**src/rtl/demux_1x4_4bit_stream.sv**
```systemverilog
// 1-to-4 stream demultiplexer: one valid/ready input steered by in_sel into four
// single-entry registered output lanes, each with its own valid/ready handshake.

module demux_1x4_lane #(
    parameter int VEC_W = 4
) (
    input  logic             clk,
    input  logic             rst,
    input  logic             push,
    input  logic             pop,
    input  logic [VEC_W-1:0] din,
    output logic             full,
    output logic [VEC_W-1:0] data
);
    // A push wins over a pop, so a simultaneous pop+push refills the lane with no bubble.
    always_ff @(posedge clk) begin
        if (rst) begin
            full <= 1'b0;
            data <= '0;
        end else if (push) begin
            full <= 1'b1;
            data <= din;
        end else if (pop) begin
            full <= 1'b0;
        end
    end
endmodule

module demux_1x4_4bit_stream (
    input  logic       clk,
    input  logic       rst,
    input  logic       in_valid,
    output logic       in_ready,
    input  logic [3:0] in_data,
    input  logic [1:0] in_sel,
    output logic [3:0] out_valid,
    input  logic [3:0] out_ready,
    output logic [3:0] out_a,
    output logic [3:0] out_b,
    output logic [3:0] out_c,
    output logic [3:0] out_d,
    output logic [7:0] xfer_cnt
);
    localparam int NUM_LANES = 4;
    localparam int VEC_W     = 4;

    typedef struct packed {
        logic [1:0]       sel;
        logic [VEC_W-1:0] data;
    } req_t;

    req_t                               req;
    logic                               xfer;
    logic [NUM_LANES-1:0]               full;
    logic [NUM_LANES-1:0]               push;
    logic [NUM_LANES-1:0]               pop;
    logic [NUM_LANES-1:0][VEC_W-1:0]    data;

    assign req = '{sel: in_sel, data: in_data};

    // Only the addressed lane can stall the input; other lanes never backpressure.
    assign in_ready = !rst && (!full[req.sel] || out_ready[req.sel]);
    assign xfer     = in_valid && in_ready;
    assign pop      = full & out_ready;

    for (genvar i = 0; i < NUM_LANES; i++) begin : g_lane
        assign push[i] = xfer && (req.sel == 2'(i));

        demux_1x4_lane #(.VEC_W(VEC_W)) u_lane (
            .clk  (clk),
            .rst  (rst),
            .push (push[i]),
            .pop  (pop[i]),
            .din  (req.data),
            .full (full[i]),
            .data (data[i])
        );
    end

    assign out_valid = full;
    assign out_a     = data[0];
    assign out_b     = data[1];
    assign out_c     = data[2];
    assign out_d     = data[3];

    always_ff @(posedge clk) begin
        if (rst)       xfer_cnt <= 8'h00;
        else if (xfer) xfer_cnt <= xfer_cnt + 8'h01;
    end
endmodule

```
**config.mk**
```make
export PLATFORM = sky130hd
export DESIGN_NAME = demux_1x4_4bit_stream
export DESIGN_NICKNAME = d
export VERILOG_FILES = /design/src/rtl/demux_1x4_4bit_stream.sv
export SDC_FILE = /design/constraint.sdc
export NUM_CORES = 1
export LEC_CHECK = 0
export CORE_MARGIN = 3
export CORE_UTILIZATION = 47
export DETAILED_ROUTE_END_ITERATION = 8
export PLACE_DENSITY = 0.83
export SYNTH_ARGS = -nofsm -noshare
export SYNTH_HDL_FRONTEND = slang
export SYNTH_SLANG_ARGS = --single-unit
```
**constraint.sdc**
```tcl
create_clock -name clk -period 2.9 [get_ports clk]
set_input_delay 0.58 -clock clk [delete_from_list [all_inputs] [get_ports clk]]
set_output_delay 0.58 -clock clk [all_outputs]
set_load 0.05 [all_outputs]
```
==> impl_metrics.py, run 1 <==
metrics = {
    "clock_tree": {
        "post_cts_resized": 0,
        "cts_made_buffers": 3,
        "cts_root_buf": "clkbuf_4",
        "cts_tree": "done",
        "post_cts_buffers": 0,
        "clock_sinks": 28,
        "cts_max_level": 1,
        "clkTransAtPathRegs_ns": 0.15,
        "clk_latency_ns": 0.32,
        "hold_buffers": 0,
        "clock_path_buffers": 2,
    },
    "floorplan": {
        "die_area_um2": 3180,
        "core_region_area_um2": 2318,
        "io_pins": 42,
        "die_w_um": 56.40,
        "rows": 17,
        "fp.dieH_um": 56.40,
        "start_util_pct": 51.48,
    },
    "sta": {
        "setup_viol": 0,
        "fmax_mhz": 373.6,
        "hold_viol": 0,
        "tns_ns": 0,
        "finalCritPeriodShare_pct": 92.30,
        "period_needed_ns": 2.677,
        "slew_viol_final": 0,
        "maxSlewHeadroom_pct": 66.02,
        "skew_ns": 0.001597,
        "tightest_slew_ns": 0.5082,
        "rsz0062_at_grt": "false",
    },
    "min_path": {
        "hold_class": "reg -> reg",
    },
    "synth": {
        "ys_types": 25,
        "synth_edf_count": 0,
        "yosysTopAreaCell": "dfxtp_1",
        "syn-cell-area_um2": 1194,
        "synthTopCellsByCount": "dfxtp_1 (28), nor2_1 (21), mux2i_1 (16)",
        "synthMostInstantiatedCell": "dfxtp_1",
        "ys_warn_count": 0,
        "ys_async_sr_fraction_pct": 0,
        "syn-num-nets": 138,
        "synth.area.top_cells": "dfxtp_1 (47%), mux2i_1 (13%), nor2_1 (6.6%)",
        "synth_top_cell_area_share_pct": 46.96,
        "syn_area_per_cell_um2": 9.626,
        "postSynthCellCount": 124,
        "ys_seq_elements": 28,
        "seq_area_frac_synth_pct": 46.96,
        "synthFlopType": "dfxtp_1",
    },
    "critical_path": {
        "reg2reg_slack_ns": 0.97,
        "critPathCapture": "in_ready",
        "reg2reg_from": "g_lane[3].u_lane.full",
        "cpMaxStageDelayCell": "clkdlybuf4s50_1",
        "start_kind": "primary input",
        "cp.arrival_ns": 2.10,
        "reg2reg_depth": 5,
        "reg2reg_to": "xfer_cnt[7]",
        "worstSetupPathType": "in -> out",
        "crit_start": "in_sel[1]",
        "max_stage_delay_ns": 0.58,
        "path_cells": "clkdlybuf4s50_1 > mux4_2 > nor2_1 > buf_12",
        "crit_fanout": 5,
        "endpoint_kind": "output port",
        "worstPathRequired_ns": 2.32,
    },
    "global_routing": {
        "grtUsageTotal_pct": 18.20,
        "grt_pass1_vias": 1065,
        "grt.overflow.total": 0,
        "antenna_found_initial": 0,
        "grt_max_degree": 24,
        "grt_first_pass_wirelength_mm": 4.705,
    },
    "routing": {
        "wl_per_cell_um": 14.84,
        "via_count": 1039,
        "drt-total-wl_mm": 2.849,
        "antenna_left": 0,
        "remaining_drc_errors": 0,
        "drt_iter0_drc": 18,
        "drt-pass1-iter-count": 4,
        "routed_via_density": 5.411,
    },
    "placed_design": {
        "dp_hpwl_mm": 2.138,
        "port-buffer-count": 41,
        "gp_congestion": 0.7731,
        "place_area_um2": 1629,
    },
    "cells_and_area": {
        "syn_to_final_growth_pct": 40.88,
        "nets": 179,
        "diodes": 0,
        "fillCellCount": 180,
        "drive_gt1_share_pct": 8.537,
        "final_area_um2": 1682,
    },
    "run_status": {
        "status": "finished clean",
    },
    "pwr": {
        "power.leakage_uw": 0.0006370,
        "power_density_nw_per_um2": 456.0,
        "power_uw": 766.7,
        "irDropWorstVdd_v": 0.0004050,
    },
    "job": {
        "maxCapViolCount": 0,
    },
}
## stage by stage
step	util, %	hold slack [ns]	std cells	setup WS, ns
3_3_place_gp	70.26	0.4614	188	0.2440
3_5_place_dp	70.26	0.4872	188	0.2213
4_1_cts	72.53	0.5117	192	0.2159
5_1_grt	72.53	0.5418	192	0.1469
2_1_floorplan	-	0.4785	124	0.3371
6_report	72.53	0.5094	192	0.2234
## area by class of cell
class                      instances  area (um^2)  share of cell area, %
tap                               28        35.03                  2.083
clock inverter                     1        30.03                  1.786
inverter                           2        7.507                 0.4464
timing repair buffer              45        450.4                  26.79
sequential                        28        560.5                  33.33
clock buffer                       3        22.52                  1.339
multi-input combinational         85        575.6                  34.23
## worst max-delay path: cells and delay by family
kind | cells | cell delay (ns)
buffers and inverters | 2 | 0.75
muxes | 1 | 0.56
and+or+nand+nor | 1 | 0.20
## flip-flops by register name, indices dropped and copies added, names as in the netlist
signal	cells
g_lane.u_lane.data	16
xfer_cnt	8
g_lane.u_lane.full	4
## cells in the final DEF (no fill, tap or decap), types with 2 or more instances in the layout
cell type / n
inv_1: 2
nor2b_1: 4
nand2_1: 2
nor2b_4: 2
clkbuf_4: 3
o21ai_0: 7
mux2i_1: 16
clkdlybuf4s50_1: 40
nor2_1: 21
or3_1: 6
a21oi_1: 9
dfxtp_1: 28
nand4_1: 6
nand2b_1: 2
buf_4: 4
## power by group
part | internal [uW] | switching (uW) | leakage (uW)
Combinational | 47.0 | 65.9 | 0.000382
Sequential | 393 | 7.22 | 0.000227
Clock | 140 | 114 | 0.0000279
## metal layers
metal	GRT usage, %	wire [um]	share of wire, %	vias up
li1	-	-	-	511
met1	21.33	1240	44	491
met2	33.72	1429	50	35
met3	5.057	164	5.8	2
met4	2.034	14	0.49	0
met5	0	0	0	-
## worst min-delay path by stage
stage,startpoint,to,cells after the start
final,xfer_cnt[4],xfer_cnt[4],2
after global routing,xfer_cnt[4],xfer_cnt[4],2
after CTS,xfer_cnt[4],xfer_cnt[4],2
after detailed placement,g_lane[0].u_lane.data[2],g_lane[0].u_lane.data[2],2
after global placement,xfer_cnt[7],xfer_cnt[7],2
after floorplan,g_lane[1].u_lane.full,g_lane[1].u_lane.full,2
## cells by family (layout without fill, tap and decap cells)
family | after synthesis | after routing | share of synthesized area (%)
fa+ha+maj | 1 | 1 | 1.048
simple gates | 49 | 49 | 23.80
compound gates | 18 | 18 | 8.071
mux | 17 | 17 | 15.30
flops | 28 | 28 | 46.96
buf+inv | 11 | 51 | 4.821
Power figures use the tool's default switching activity.
==> inputs of run 2 (changes only) <==
--- a/config.mk
+++ b/config.mk
@@ -6,9 +6,10 @@
 export NUM_CORES = 1
 export LEC_CHECK = 0
 export CORE_MARGIN = 3
-export CORE_UTILIZATION = 47
+export CORE_UTILIZATION = 48
 export DETAILED_ROUTE_END_ITERATION = 8
 export PLACE_DENSITY = 0.83
 export SYNTH_ARGS = -nofsm -noshare
 export SYNTH_HDL_FRONTEND = slang
+export SYNTH_HIERARCHICAL = 1
 export SYNTH_SLANG_ARGS = --single-unit
==> impl_metrics.py, run 2 <==
metrics = {
    "routing": {
        "remaining_drc_errors": 0,
        "routed_via_density": 5.340,
        "via_count": 1116,
        "antenna_left": 0,
        "drt-total-wl_mm": 3.029,
        "drt-pass1-iter-count": 4,
        "drt_iter0_drc": 23,
        "wl_per_cell_um": 14.49,
    },
    "cells_and_area": {
        "final_common_cell": "clkdlybuf4s50_1",
        "fillCellCount": 173,
        "diodes": 0,
        "final_cells": 209,
        "layout_common_cells": "clkdlybuf4s50_1 (39), dfxtp_1 (28), nor2_1 (20)",
        "syn_to_final_growth_pct": 42.14,
        "drive_gt1_share_pct": 14.92,
        "largest_register_ffs": 16,
        "final_area_um2": 1798,
        "nets": 196,
        "top_register": "g_lane.u_lane/data",
        "post-route-util_pct": 76.15,
        "reg.largest.list": "g_lane.u_lane/data (16), xfer_cnt (8), g_lane.u_lane/full (4)",
    },
    "synth": {
        "syn_area_per_cell_um2": 9.583,
        "synth_edf_count": 0,
        "seq_area_frac_synth_pct": 44.31,
        "postSynthCellCount": 132,
        "ys_seq_elements": 28,
        "syn-num-nets": 146,
        "synthTopCellsByCount": "dfxtp_1 (28), nor2_1 (21), mux2i_1 (16)",
        "synth.area.top_cells": "dfxtp_1 (44%), mux2i_1 (13%), nor2_1 (6.2%)",
        "ys_async_sr_fraction_pct": 0,
        "synth_top_cell_area_share_pct": 44.31,
        "synthFlopType": "dfxtp_1",
        "yosysTopAreaCell": "dfxtp_1",
        "ys_types": 28,
        "ys_warn_count": 6,
        "synthMostInstantiatedCell": "dfxtp_1",
        "syn-cell-area_um2": 1265,
    },
    "sta": {
        "slew_viol_final": 0,
        "fmax_mhz": 351.0,
        "setup_viol": 0,
        "period_needed_ns": 2.849,
        "hold_slack_ns": 0.5035,
        "tightest_slew_ns": 0.5856,
        "finalCritPeriodShare_pct": 98.26,
        "tns_ns": 0,
        "maxSlewHeadroom_pct": 60.83,
        "rsz0062_at_grt": "false",
        "skew_ns": 0.005514,
        "hold_viol": 0,
    },
    "floorplan": {
        "core_region_area_um2": 2361,
        "io_pins": 42,
        "die_area_um2": 3287,
        "fp.dieH_um": 57.34,
        "die_w_um": 57.34,
        "start_util_pct": 53.58,
        "rows": 17,
    },
    "placed_design": {
        "dp.cells": 206,
        "gp_congestion": 0.8108,
        "dp_hpwl_mm": 2.364,
        "port-buffer-count": 41,
        "place_area_um2": 1734,
    },
    "clock_tree": {
        "clkTransAtPathRegs_ns": 0.14,
        "post_cts_buffers": 0,
        "cts_max_level": 1,
        "clk_latency_ns": 0.32,
        "clock_sinks": 28,
        "clock_path_buffers": 2,
        "cts_tree": "done",
        "hold_buffers": 0,
        "cts_root_buf": "clkbuf_4",
        "cts_made_buffers": 3,
    },
    "pwr": {
        "p_sw_share_pct": 24.81,
        "p_sw_uw": 195.2,
        "power_density_nw_per_um2": 437.5,
        "power_frac_seq_pct": 51.1,
        "p_int_uw": 591.4,
        "power.leakage_uw": 0.0006674,
        "clkPwrFrac_pct": 32.0,
        "p_comb_share_pct": 16.9,
        "irDropWorstVdd_v": 0.0005793,
    },
    "critical_path": {
        "start_kind": "primary input",
        "crit_fanout": 14,
        "reg2reg_slack_ns": 0.50,
        "crit_start": "out_ready[3]",
        "reg2reg_depth": 7,
        "endpoint_kind": "output port",
        "reg2reg_to": "g_lane[2].u_lane/data[0]",
        "worstPathRequired_ns": 2.32,
        "cp.arrival_ns": 2.27,
        "worstSetupPathType": "in -> out",
        "critPathCapture": "in_ready",
        "reg2reg_from": "g_lane[3].u_lane/full",
    },
    "global_routing": {
        "grt_pass1_vias": 1096,
        "grt_max_degree": 17,
        "grtUsageTotal_pct": 19.87,
        "grt.overflow.total": 0,
        "antenna_found_initial": 0,
        "grt_first_pass_wirelength_mm": 5.106,
    },
    "run_status": {
        "status": "finished clean",
    },
    "job": {
        "maxCapViolCount": 0,
    },
    "min_path": {
        "hold_class": "reg -> reg",
    },
}
==> run 2: cell types whose count changed in the layout (fill, tap and decap cells not counted), moves of 3 or more <==
cell,before,now
nand4_1,6,3
inv_1,2,6
and2_1,0,4
or3_1,6,3
buf_4,4,11
==> run 2: layer usage <==
layer | track usage (%) | up-vias | share of wire, %
met5 | 0 | - | 0
met4 | 6.291 | 0 | 2.8
met3 | 4.977 | 8 | 4.5
met2 | 30.83 | 33 | 48
met1 | 27.17 | 522 | 45
li1 | - | 553 | -
==> run 2: how the worst min path moves through the flow <==
stage	start	endpoint	slack (ns)	cells past startpoint
after floorplan	rst	g_lane[0].u_lane/full	0.65	1
after global placement	xfer_cnt[7]	xfer_cnt[7]	0.47	2
after detailed placement	g_lane[0].u_lane/data[3]	g_lane[0].u_lane/data[3]	0.49	2
after CTS	xfer_cnt[7]	xfer_cnt[7]	0.51	2
after global routing	g_lane[0].u_lane/full	g_lane[0].u_lane/full	0.55	2
final	xfer_cnt[7]	xfer_cnt[7]	0.50	2
==> run 2: cell families after synthesis <==
family / share of synthesized area [%]
and+or+nand+nor: 25.72
DFF: 44.31
muxes: 15.63
AOI/OAI and AO/OA: 5.539
buffers and inverters: 7.814
adders and majority gates: 0.9890
==> run 2: layout make-up <==
class | count | area (um^2) | share of cell area (%)
clock buffers | 3 | 22.52 | 1.253
clock inverters | 1 | 30.03 | 1.670
inverters | 6 | 22.52 | 1.253
multi-input cells | 91 | 625.6 | 34.79
flip-flops and latches | 28 | 560.5 | 31.18
well taps | 28 | 35.03 | 1.949
repair buffers | 52 | 501.7 | 27.91
==> run 2: through the flow <==
step	setup slack [ns]	total power, uW
floorplan	0.1827	481.1
global placement	-0.07250	537.4
detailed placement	-0.1880	541.3
CTS	0.04869	790.4
global route	0.01995	819.6
finish	0.05060	786.6
==> run 2: what timing repair did <==
| action | CTS | global route |
|---|---|---|
| setup endpoints to repair | 1 | 6 |
| resized for setup | 3 | 2 |
| hold endpoints to repair | 0 | 0 |
==> run 2: power groups by stage <==
stage               logic (uW)  clock network [uW]  registers, uW
global placement           128                   0            410
floorplan                 39.2                   0            442
finish                     133                 252            402
detailed placement         131                   0            410
CTS                        132                 256            402
global route               140                 276            404
==> run 2: worst max-delay path, cell delays in order <==
cell and delay (ns):
clkdlybuf4s50_1 0.50, and4b_2 0.25, or4_4 0.63, nor2_4 0.15
buf_12 0.15
==> inputs of run 3 (changes only) <==
--- a/config.mk
+++ b/config.mk
@@ -5,10 +5,11 @@
 export SDC_FILE = /design/constraint.sdc
 export NUM_CORES = 1
 export LEC_CHECK = 0
-export CORE_MARGIN = 3
+export CORE_MARGIN = 8
 export CORE_UTILIZATION = 48
 export DETAILED_ROUTE_END_ITERATION = 8
 export PLACE_DENSITY = 0.83
+export SLEW_MARGIN = 20
 export SYNTH_ARGS = -nofsm -noshare
 export SYNTH_HDL_FRONTEND = slang
 export SYNTH_HIERARCHICAL = 1
==> impl_metrics.py, run 3 (synthesis results as in run 2) <==
metrics = {
    "global_routing": {
        "grt_max_degree": 17,
        "grtUsageTotal_pct": 14.12,
        "grt_pass1_vias": 1153,
        "grt.overflow.total": 0,
        "antenna_found_initial": 0,
        "grt_first_pass_wirelength_mm": 5.057,
    },
    "critical_path": {
        "path_cells": "clkdlybuf4s50_1 > and4b_2 > or4_4 > buf_4 > nor2_2 > buf_12",
        "max_stage_delay_ns": 0.53,
        "path_delay_family": "simple AND/OR/NAND/NOR gates",
        "worstSetupPathType": "in -> out",
        "endpoint_kind": "output port",
        "start_kind": "primary input",
        "worstPathRequired_ns": 2.32,
        "cp.arrival_ns": 2.25,
        "crit_fanout": 2,
        "critPathBufInv": 3,
        "cpMaxStageDelayCell": "or4_4",
    },
    "routing": {
        "remaining_drc_errors": 0,
        "wl_per_cell_um": 15.12,
        "drt-pass1-iter-count": 4,
        "antenna_left": 0,
        "via_count": 1099,
        "drt_iter0_drc": 62,
        "drt-total-wl_mm": 3.205,
        "routed_via_density": 5.184,
    },
    "run_status": {
        "status": "finished clean",
    },
    "sta": {
        "hold_viol": 0,
        "skew_ns": 0.004383,
        "rsz0062_at_grt": "false",
        "maxSlewHeadroom_pct": 63.33,
        "slew_viol_final": 0,
        "finalCritPeriodShare_pct": 97.52,
        "fmax_mhz": 353.6,
        "setup_viol": 0,
        "tns_ns": 0,
        "period_needed_ns": 2.828,
        "tightest_slew_ns": 0.5483,
    },
    "placed_design": {
        "gp_congestion": 0.7328,
        "port-buffer-count": 41,
        "dp_hpwl_mm": 2.528,
    },
    "clock_tree": {
        "post_cts_buffers": 0,
        "clock_sinks": 28,
        "cts_made_buffers": 3,
        "cts_tree": "done",
        "clk_latency_ns": 0.32,
        "clock_path_buffers": 2,
        "cts_max_level": 1,
        "cts_root_buf": "clkbuf_4",
        "clkTransAtPathRegs_ns": 0.15,
    },
    "min_path": {
        "hold_class": "reg -> reg",
    },
    "cells_and_area": {
        "reg.largest.list": "g_lane.u_lane/data (16), xfer_cnt (8), g_lane.u_lane/full (4)",
        "largest_register_ffs": 16,
        "fillCellCount": 197,
        "diodes": 0,
        "drive_gt1_share_pct": 14.29,
        "final_common_cell": "clkdlybuf4s50_1",
        "layout_common_cells": "clkdlybuf4s50_1 (38), dfxtp_1 (28), nor2_1 (20)",
        "syn_to_final_growth_pct": 41.74,
        "nets": 197,
        "top_register": "g_lane.u_lane/data",
    },
    "floorplan": {
        "die_area_um2": 4534,
        "fp.dieH_um": 67.34,
        "io_pins": 42,
        "core_region_area_um2": 2477,
        "rows": 18,
        "start_util_pct": 51.06,
        "die_w_um": 67.34,
    },
    "pwr": {
        "power_density_nw_per_um2": 439.1,
        "power_uw": 787.2,
        "power.leakage_uw": 0.0006780,
        "irDropWorstVdd_v": 0.0004164,
    },
    "job": {
        "maxCapViolCount": 0,
    },
}
[run 3: cell count changes in the layout (fill, tap and decap cells not counted), sizes merged]
cell	delta
buf	+1
clkdlybuf4s50	-1
dlymetal6s2s	+1
[run 3: final cells by class]
| class | count | area, um^2 | area share (%) |
|---|---|---|---|
| Clock buffer | 3 | 22.52 | 1.256 |
| Clock inverter | 1 | 30.03 | 1.675 |
| Inverter | 6 | 22.52 | 1.256 |
| Multi-Input combinational cell | 91 | 608.1 | 33.91 |
| Sequential cell | 28 | 560.5 | 31.26 |
| Tap cell | 30 | 37.54 | 2.094 |
| Timing Repair Buffer | 53 | 511.7 | 28.54 |
[run 3: worst paths after layout]
path | endpoint | slack [ns] | startpoint | cells past startpoint
max | in_ready | 0.07 | out_ready[3] | 6
min | g_lane[0].u_lane/full | 0.51 | g_lane[0].u_lane/full | 2
max reg2reg | g_lane[0].u_lane/data[3] | 0.62 | g_lane[3].u_lane/full | 7
min reg2reg | g_lane[0].u_lane/full | 0.51 | g_lane[0].u_lane/full | 2
[run 3: through the flow]
stage | hold slack (ns) | instance area, um^2 | cells | util (%) | worst slack [ns]
3_5_place_dp | 0.4877 | 1737 | 208 | 70.10 | -0.1802
3_3_place_gp | 0.4689 | 1737 | 208 | 70.10 | -0.03048
4_1_cts | 0.5141 | 1790 | 212 | 72.27 | 0.005331
2_1_floorplan | 0.6491 | 1265 | 132 | - | 0.1827
5_1_grt | 0.5418 | 1793 | 212 | 72.37 | 0.04317
6_report | 0.5116 | 1793 | 212 | 72.37 | 0.07195
[run 3: worst register-to-register path, cell delays in order, from the launching register on]
cell and delay [ns]:
dfxtp_1 0.36, and4b_2 0.22, or4_4 0.53, or2_1 0.28, nor4_1 0.34, buf_4 0.23
mux2i_1 0.19, nor2_1 0.05
[run 3: repair_timing]
item,in CTS,in global routing
resized for setup,2,1
hold buffers,0,0
setup endpoints to repair,1,1
[run 3: per-layer routing]
| metal | global-route usage, % | vias up | part of all wire [%] |
|---|---|---|---|
| met5 | 0 | - | 0 |
| met4 | 3.916 | 0 | 0 |
| met3 | 6.788 | 0 | 11 |
| met2 | 24.25 | 32 | 49 |
| met1 | 15.16 | 518 | 40 |
| li1 | - | 549 | - |
[run 3: where the power goes]
| part | total (uW) | leakage [uW] | internal (uW) | switching [uW] |
|---|---|---|---|---|
| registers | 402 | 0.000227 | 394 | 7.63 |
| clock network | 254 | 0.0000279 | 140 | 115 |
| logic | 131 | 0.000423 | 56.5 | 74.4 |
| total | 787 | 0.000678 | 591 | 197 |
